===== src/rtl/loader_pkg.sv =====
// Shared types for the UART word loader: FSM states, word width and byte-index sizing.
package loader_pkg;

  typedef enum logic [1:0] {
    LEN  = 2'd0,
    DATA = 2'd1,
    DONE = 2'd2
  } state_e;

  localparam int WORD_BYTES = 4;
  localparam int IDX_W      = $clog2(WORD_BYTES);

  typedef logic [8*WORD_BYTES-1:0] word_t;

endpackage


===== src/rtl/word_assembler.sv =====
// Collects bytes MSB-first into a big-endian word; word_done_o fires combinationally
// with the last byte so the caller can register the completed word on the same edge.
module word_assembler
  import loader_pkg::*;
(
  input  logic       clk,
  input  logic       rst_n,
  input  logic       clear_i,
  input  logic       byte_valid_i,
  input  logic [7:0] byte_i,
  output word_t      word_o,
  output logic       word_done_o
);

  logic [8*(WORD_BYTES-1)-1:0] shift_q;
  logic [IDX_W-1:0]            idx_q;

  always_ff @(posedge clk or negedge rst_n) begin
    if (!rst_n) begin
      shift_q <= '0;
      idx_q   <= '0;
    end else if (clear_i) begin
      shift_q <= '0;
      idx_q   <= '0;
    end else if (byte_valid_i) begin
      shift_q <= {shift_q[8*(WORD_BYTES-2)-1:0], byte_i};
      idx_q   <= idx_q + IDX_W'(1);
    end
  end

  // The 4th byte is not stored; it is merged directly into the outgoing word.
  assign word_o      = {shift_q, byte_i};
  assign word_done_o = byte_valid_i && (idx_q == IDX_W'(WORD_BYTES - 1));

endmodule


===== src/rtl/uart_word_loader.sv =====
// Loads a length-prefixed stream of big-endian 32-bit words from a UART into memory,
// flagging completion and headers that announce more words than the memory holds.
module uart_word_loader
  import loader_pkg::*;
#(
  parameter int ADDR_W = 14
) (
  input  logic              CLK,
  input  logic              RST_N,
  input  logic [7:0]        rx_data,
  input  logic              rx_valid,
  input  logic              restart,
  output logic              wr_en,
  output logic [ADDR_W-1:0] wr_addr,
  output logic [31:0]       wr_data,
  output logic              done,
  output logic              overflow
);

  localparam logic [32:0] CAPACITY = 33'd1 << ADDR_W;

  state_e            state_q, state_d;
  word_t             n_q;
  logic [31:0]       word_idx_q;
  logic              wr_en_q;
  logic [ADDR_W-1:0] wr_addr_q;
  word_t             wr_data_q;
  logic              overflow_q;

  logic  asm_valid;
  logic  asm_clear;
  logic  asm_done;
  word_t asm_word;
  logic  last_word;
  logic  in_range;

  // restart outranks a coincident byte, and DONE ignores the receiver entirely
  assign asm_valid = rx_valid && !restart && (state_q != DONE);
  assign asm_clear = restart || (state_d != state_q);
  assign last_word = (word_idx_q + 32'd1) == n_q;
  assign in_range  = (word_idx_q >> ADDR_W) == 32'd0;

  word_assembler u_asm (
    .clk          (CLK),
    .rst_n        (RST_N),
    .clear_i      (asm_clear),
    .byte_valid_i (asm_valid),
    .byte_i       (rx_data),
    .word_o       (asm_word),
    .word_done_o  (asm_done)
  );

  always_ff @(posedge CLK or negedge RST_N) begin
    if (!RST_N) state_q <= LEN;
    else        state_q <= state_d;
  end

  always_comb begin
    state_d = state_q;
    if (restart) begin
      state_d = LEN;
    end else begin
      case (state_q)
        LEN:     if (asm_done) state_d = (asm_word == '0) ? DONE : DATA;
        DATA:    if (asm_done && last_word) state_d = DONE;
        DONE:    state_d = DONE;
        default: state_d = LEN;
      endcase
    end
  end

  always_comb begin
    done = (state_q == DONE);
  end

  always_ff @(posedge CLK or negedge RST_N) begin
    if (!RST_N) begin
      n_q        <= '0;
      word_idx_q <= '0;
      wr_en_q    <= 1'b0;
      wr_addr_q  <= '0;
      wr_data_q  <= '0;
      overflow_q <= 1'b0;
    end else begin
      wr_en_q <= 1'b0;
      if (restart) begin
        word_idx_q <= '0;
        overflow_q <= 1'b0;
      end else if (asm_done && state_q == LEN) begin
        n_q        <= asm_word;
        word_idx_q <= '0;
        if ({1'b0, asm_word} > CAPACITY) overflow_q <= 1'b1;
      end else if (asm_done && state_q == DATA) begin
        // Out-of-range words still advance the count so DONE tracks N exactly.
        word_idx_q <= word_idx_q + 32'd1;
        if (in_range) begin
          wr_en_q   <= 1'b1;
          wr_addr_q <= word_idx_q[ADDR_W-1:0];
          wr_data_q <= asm_word;
        end
      end
    end
  end

  assign wr_en    = wr_en_q;
  assign wr_addr  = wr_addr_q;
  assign wr_data  = wr_data_q;
  assign overflow = overflow_q;

endmodule


===== config.mk =====
export PLATFORM = sky130hd
export DESIGN_NAME = uart_word_loader
export DESIGN_NICKNAME = d
export VERILOG_FILES = /design/src/rtl/loader_pkg.sv /design/src/rtl/word_assembler.sv /design/src/rtl/uart_word_loader.sv
export SDC_FILE = /design/constraint.sdc
export NUM_CORES = 1
export LEC_CHECK = 0
export BUFFER_PORTS_ARGS = -buffer_cell sky130_fd_sc_hd__buf_2
export CAP_MARGIN = 20
export CORE_AREA = 3 3 130 132
export CTS_CLUSTER_DIAMETER = 200
export DETAILED_ROUTE_END_ITERATION = 16
export DIE_AREA = 0 0 133 135
export PLACE_DENSITY = 0.66
export SETUP_SLACK_MARGIN = 0.1
export SLEW_MARGIN = 20
export SYNTH_ARGS = -nofsm -noshare
export SYNTH_HDL_FRONTEND = slang
export SYNTH_SLANG_ARGS = --single-unit

===== constraint.sdc =====
create_clock -name CLK -period 6.67 [get_ports CLK]
set_input_delay 1.334 -clock CLK [delete_from_list [all_inputs] [get_ports CLK]]
set_output_delay 1.334 -clock CLK [all_outputs]
set_load 0.01 [all_outputs]

Yosys cells after proc, flatten, opt, wreduce, memory -nomap -nowiden
Index checks and enable logic that the tools add are counted.
W data, S select, Z words.

cells by class
  bitwise gates (word level) = 2
  equal/unequal tests = 6
  $lt $le $gt $ge = 1
  reduce and logical (&&, ||, !) cells = 18
  $add $sub $neg = 2
  multiplexer cells = 19

operators with widths
  kind                     number
  $mux W32                 3
  $logic_not A32 Y1        2
  $mux W24                 2
  $add A32 B1 Y32 const B  1
  $eq A32 B32 Y1           1
  $gt A32 B15 Y1 const B   1
  $mux W2                  6
  $mux W1                  7
  $logic_and A1 B1 Y1      6
  $pmux W2 S3              1
  $reduce_bool A2 Y1       3
  $eq A2 B2 Y1 const B     2
  $reduce_and A2 Y1        2
  $reduce_and A4 Y1        1
  $reduce_bool A3 Y1       1
  $add A2 B1 Y2 const B    1
  $eq A2 B1 Y1 const B     1
  $logic_not A2 Y1         1
  $ne A2 B2 Y1             1
  $ne A2 B2 Y1 const B     1
  $not A1 Y1               2
  $logic_not A1 Y1         1
  $logic_or A1 B1 Y1       1

word-level totals
  register bits = 140
  logic and storage cells = 57

Longest topological paths before layout
  word-level depth = 11
  depth in mapped cells = 11

Modules after synthesis
From an unflattened synthesis, not the netlist that was laid out.

unflattened totals
  cell total of the unflattened synthesis = 643
  area total of the unflattened synthesis = 7088.0 µm²

by module, submodules not included
  module            times used  cells an instance  area an instance (µm²)
  uart_word_loader  1           549                5934.4
  word_assembler    1           94                 1153.6

Worst setup path before layout
No wires, ideal clock.

  path kind = input to register
  from = in restart
  to = reg wr_data_q[0] (netlist: wr_data[0])
  library setup time = 125 ps
  buffers on the path = 3
  arrival time = 3293 ps
  stages = 8
  setup slack = 3252 ps
  path through = nand3b_1 > clkbuf_1 > inv_1 > nand4_1 > nor3_1 > clkbuf_1 > clkbuf_1 > mux2_2

on the way
  longest elaborated chain between the ends = 7

ends and longest elaborated chain
  what                                  RTL line                source
  start, declared                       uart_word_loader.sv:12  input logic restart,
  $logic_not A1 Y1                      uart_word_loader.sv:38  assign asm_valid = rx_valid && !restart && (state_q != DONE);
  $logic_and A1 B1 Y1 (2 in series)     uart_word_loader.sv:38
  $logic_and A1 B1 Y1                   word_assembler.sv:33    assign word_done_o = byte_valid_i && (idx_q == IDX_W'(WORD_BYTES - 1));
  $logic_and A1 B1 Y1                   uart_word_loader.sv:89  end else if (asm_done && state_q == LEN) begin
  $not A1 Y1 (no source line)           -
  $reduce_and A4 Y1 (no source line) *  -
  end signal, assigned                  uart_word_loader.sv:99  wr_data_q <= asm_word;
  end, declared                         uart_word_loader.sv:27  word_t wr_data_q;

Mark *: on every way between the ends. The rest lies on a longest branch, timed or not.
A chain may end at the register's enable or synchronous reset.

Final worst setup path
  from = reg word_idx_q[0]
  to = reg u_asm.shift_q[23]

on the way
  longest elaborated chain between the ends = 9

ends and longest elaborated chain
  what                                                   RTL line                source
  start, declared                                        uart_word_loader.sv:24  logic [31:0] word_idx_q;
  start signal, assigned                                 uart_word_loader.sv:95  word_idx_q <= word_idx_q + 32'd1;
  $add A32 B1 Y32 *                                      uart_word_loader.sv:40  assign last_word = (word_idx_q + 32'd1) == n_q;
  $eq A32 B32 Y1 *                                       uart_word_loader.sv:40
  $logic_and A1 B1 Y1 *                                  uart_word_loader.sv:65  DATA: if (asm_done && last_word) state_d = DONE;
  $mux W2 *                                              uart_word_loader.sv:65
  $pmux W2 S3 *                                          uart_word_loader.sv:63  case (state_q)
  $mux W2 *                                              uart_word_loader.sv:60  if (restart) begin
  $ne A2 B2 Y1 *                                         uart_word_loader.sv:39  assign asm_clear = restart || (state_d != state_q);
  $logic_or A1 B1 Y1 *                                   uart_word_loader.sv:39
  $mux W24 / $reduce_bool A2 Y1 (equally long branches)  -
  end signal, assigned                                   word_assembler.sv:26    shift_q <= {shift_q[8*(WORD_BYTES-2)-1:0], byte_i};
  end, declared                                          word_assembler.sv:15    logic [8*(WORD_BYTES-1)-1:0] shift_q;

Marked as above.

==> flow_metrics.env <==
export IMPL_cts_tree="yes"
export IMPL_timing_setup_critical_path_class="reg -> reg"
export IMPL_ctsHoldBuffers=0
export IMPL_endpoint_kind="flip-flop"
export IMPL_synth_cell_area_sq_um=7143
export IMPL_report_final_setup_viol=0
export IMPL_vdd_ir_drop_worst_mv=0.1880
export IMPL_std_cell_rows=46
export IMPL_fmaxAchievable_mhz=264.0
export IMPL_finalWeightedCongestion=0.8625
export IMPL_crit_reg2reg_capture="u_asm.shift_q[23]$_DFFE_PN0P_"
export IMPL_die_width_um=133
export IMPL_grt_start_max_net_pins=93
export IMPL_power_density_nw_per_um2=226.4
export IMPL_synth_top_cells_by_count="sky130_fd_sc_hd__dfrtp_1 (140), sky130_fd_sc_hd__mux2_2 (80), sky130_fd_sc_hd__nand2_1 (36)"
export IMPL_post_synth_fa_ha_maj_area_fraction_pct=0.3503
export IMPL_grt_pass1_wl_um=28780
export IMPL_ys_warn_count=0
export IMPL_synth_fp_nets=656
export IMPL_diodes=0
export IMPL_nFillCells=1401
export IMPL_synth_yosys_seq_area_share_pct=49.05
export IMPL_ant_nets=0
export IMPL_final_cells=912
export IMPL_routed_wl_um=17750
export IMPL_clock_root_buffer="sky130_fd_sc_hd__clkbuf_16"
export IMPL_global_route_met1_usage_pct=27.87
export IMPL_run_status="complete, no violations"
export IMPL_max_cap_viol_count=0
export IMPL_total_leakage_power_nw=3.961
export IMPL_vias_per_cell=5.788
export IMPL_yosys_most_used_dff="sky130_fd_sc_hd__dfrtp_1"
export IMPL_count_of_tritonroute_iterations_in_the_first_routing_pass=5
export IMPL_combinational_family_with_the_most_area_after_synthesis="simple AND/OR/NAND/NOR gates"
export IMPL_cp_data_arrival_time_ns=4.08
export IMPL_timing_final_hold_violations=0
export IMPL_worst_hold_path_type="reg -> reg"
export IMPL_total_instance_count_after_detailed_placement=880
export IMPL_grt_setup_unrepaired="false"
export IMPL_synth_cell_types=59
export IMPL_floorplan_die_area_sq_um=17960
export IMPL_clock_sink_count=140
export IMPL_finClkSkew_ns=0.01090
export IMPL_area_growth_from_synthesis_to_layout_pct=14.94
export IMPL_routedWlPerCell_um=19.46
export IMPL_global_route_overflow_total=0
export IMPL_maxSlewViolCount=0
export IMPL_synthCells=642
export IMPL_fp_coreArea_sq_um=15830
export IMPL_critical_path_max_fanout=27
export IMPL_die_y_um=135
export IMPL_synth_xor_xnor_area_share_pct=5.272
export IMPL_post_cts_buffers=0
export IMPL_postSynth_asyncResetShare_pct=100.0
export IMPL_syn_area_per_cell_sq_um=11.13
export IMPL_hpwl_um=12350
export IMPL_cts_path_max_buffers=2
export IMPL_holdPathEnd="wr_addr[7]$_DFFE_PN0P_"
export IMPL_worst_ep_required_time_ns=6.96
export IMPL_hold_depth=1
export IMPL_grt_antenna_before_repair=0
export IMPL_setup_tns_ns=0
export IMPL_slew_headroom_pct=31.71
export IMPL_clk_transition_reported_paths_ns=0.06
export IMPL_postSynthRegisterBits=140
export IMPL_global_route_usage_met3_pct=4.285
export IMPL_vias=5279
export IMPL_minimum_period_implied_by_the_final_worst_setup_slack_ns=3.788
export IMPL_floorplan_initialDensity_pct=45.13
export IMPL_worst_r2r_path_depth=10
export IMPL_port_buffers=60
export IMPL_final_period_utilization_pct=56.80
export IMPL_synth_edf_count=0
export IMPL_remaining_design_rule_violation_count=0
export IMPL_clock_tree_htree_level_count=4
export IMPL_worstMarginPinSlew_ns=1.024
export IMPL_synth_largest_area_cell="sky130_fd_sc_hd__dfrtp_1"
export IMPL_synth_simple_gate_area_share_pct=16.90
export IMPL_first_global_vias=5141
export IMPL_cts_resized_gates=0
export IMPL_drive_gt1_share_pct=30.17
export IMPL_post_synth_main_area_contributors="sky130_fd_sc_hd__dfrtp_1 (49%), sky130_fd_sc_hd__mux2_2 (13%), sky130_fd_sc_hd__mux2i_1 (3.9%), sky130_fd_sc_hd__xnor2_1 (3.1%), sky130_fd_sc_hd__nor3_2 (2.8%)"
export IMPL_grt_busiest_layer="met2"
export IMPL_yosys_area_top_type_share_pct=49.05
export IMPL_layout_core_utilization_pct=51.87
export IMPL_rrSetupSlack_ns=2.88
export IMPL_synth_compound_area_share_pct=8.600
export IMPL_library_cell_with_the_highest_instance_count_after_synthesis="sky130_fd_sc_hd__dfrtp_1"
export IMPL_numCtsBuffers=17
export IMPL_grt_util_met2_pct=32.31
export IMPL_drt_iter0_drcs=315
export IMPL_finalNetCount=698
export IMPL_worst_skew_pair_late_latency_ns=0.43
export IMPL_io_pin_count=61
export IMPL_worst_hold_startpoint="wr_addr[7]$_DFFE_PN0P_"
export IMPL_globalRouteTotalUtil_pct=20.36
export IMPL_rr_startpoint="word_idx_q[0]$_DFFE_PN0P_"
export IMPL_start_kind="flip-flop"
export IMPL_yosys_mux_area_fraction_pct=16.54
==> critical path, stage by stage, from the launching register on <==
cell and delay (ns):
sky130_fd_sc_hd__dfrtp_1 0.47, sky130_fd_sc_hd__ha_1 0.30, sky130_fd_sc_hd__nand3_1 0.17, sky130_fd_sc_hd__nor4_2 0.69
sky130_fd_sc_hd__nand4_1 0.31, sky130_fd_sc_hd__xor2_1 0.19, sky130_fd_sc_hd__o221ai_1 0.13, sky130_fd_sc_hd__or4_4 0.59
sky130_fd_sc_hd__nor4_4 0.28, sky130_fd_sc_hd__buf_4 0.40, sky130_fd_sc_hd__nor3_1 0.12
==> cell usage in the layout, fill, tap and decap left out, types with 4 or more instances in the layout <==
master	instances
sky130_fd_sc_hd__buf_2	59
sky130_fd_sc_hd__mux2_2	80
sky130_fd_sc_hd__or4_1	4
sky130_fd_sc_hd__nor3_2	21
sky130_fd_sc_hd__nor4_1	12
sky130_fd_sc_hd__nand3_1	16
sky130_fd_sc_hd__or3_1	7
sky130_fd_sc_hd__and3_1	6
sky130_fd_sc_hd__buf_4	7
sky130_fd_sc_hd__o31ai_1	13
sky130_fd_sc_hd__a21oi_1	19
sky130_fd_sc_hd__clkbuf_16	17
sky130_fd_sc_hd__nand2_1	36
sky130_fd_sc_hd__dfrtp_1	140
sky130_fd_sc_hd__mux2i_1	27
sky130_fd_sc_hd__o21ai_0	32
sky130_fd_sc_hd__xor2_1	18
sky130_fd_sc_hd__nand4_1	19
sky130_fd_sc_hd__a31oi_1	6
sky130_fd_sc_hd__inv_1	10
sky130_fd_sc_hd__a21o_1	4
sky130_fd_sc_hd__nor3_1	16
sky130_fd_sc_hd__nor2_1	28
sky130_fd_sc_hd__o41ai_1	6
sky130_fd_sc_hd__xnor2_1	25
==> how the worst max path moves through the flow <==
stage,startpoint,endpoint,slack [ns],depth (start not counted)
2_1_floorplan,restart,wr_data[0]$_DFFE_PN0P_,3.25,8
3_3_place_gp,restart,u_asm.idx_q[1]$_DFFE_PN0P_,2.74,9
3_5_place_dp,restart,u_asm.idx_q[1]$_DFFE_PN0P_,2.73,9
4_1_cts,word_idx_q[0]$_DFFE_PN0P_,u_asm.shift_q[23]$_DFFE_PN0P_,2.85,10
5_1_grt,word_idx_q[0]$_DFFE_PN0P_,u_asm.shift_q[0]$_DFFE_PN0P_,2.66,10
6_report,word_idx_q[0]$_DFFE_PN0P_,u_asm.shift_q[23]$_DFFE_PN0P_,2.88,10
==> where the power goes <==
group	switching (mW)	total (mW)	leakage, nW	internal [mW]
sequential	0.00922	0.865	1.95	0.856
clock	0.358	0.927	0.277	0.569
combinational	0.0440	0.0664	1.73	0.0224
==> final cells by class <==
cell class / instances / area [sq um] / share of cell area, %
repair buffers: 68 / 386.6 / 4.709
clock inverters: 9 / 111.4 / 1.356
flip-flops and latches: 140 / 3503 / 42.67
inverters: 10 / 37.54 / 0.4572
clock buffers: 22 / 464.2 / 5.654
well taps: 216 / 270.3 / 3.292
multi-input cells: 447 / 3437 / 41.86
==> state kept, by name, indices dropped and copies added, names as in the netlist <==
register	cells
n_q	32
u_asm.shift_q	24
wr_addr	14
u_asm.idx_q	2
overflow	1
wr_data	32
state_q	2
word_idx_q	32
wr_en	1
==> per-layer routing <==
metal / wire length, um / vias to the layer above
met3: 832 / 24
met4: 354 / 0
met5: 0 / -
met2: 8554 / 152
met1: 8008 / 2651
li1: - / 2452
==> cells by family (layout without fill, tap and decap cells) <==
kind of cell             after synthesis  in the layout
adder cells (fa/ha/maj)                2              2
AO/OA/AOI/OAI                         97             97
multiplexers                         108            108
XOR/XNOR                              43             43
buffers and inverters                 55            109
AND/OR/NAND/NOR                      197            197
flip-flops                           140            140
==> stage by stage <==
stage	area, sq um	hold WS, ns	power [mW]	worst slack (ns)
2_1_floorplan	7143	0.4851	0.9090	3.252
3_3_place_gp	7607	0.4847	0.9440	2.742
3_5_place_dp	7607	0.4908	0.9461	2.729
4_1_cts	8183	0.5036	1.879	2.845
5_1_grt	8210	0.5131	1.917	2.662
6_report	8210	0.4977	1.859	2.882
No activity file was read; power rests on OpenSTA's default activity.
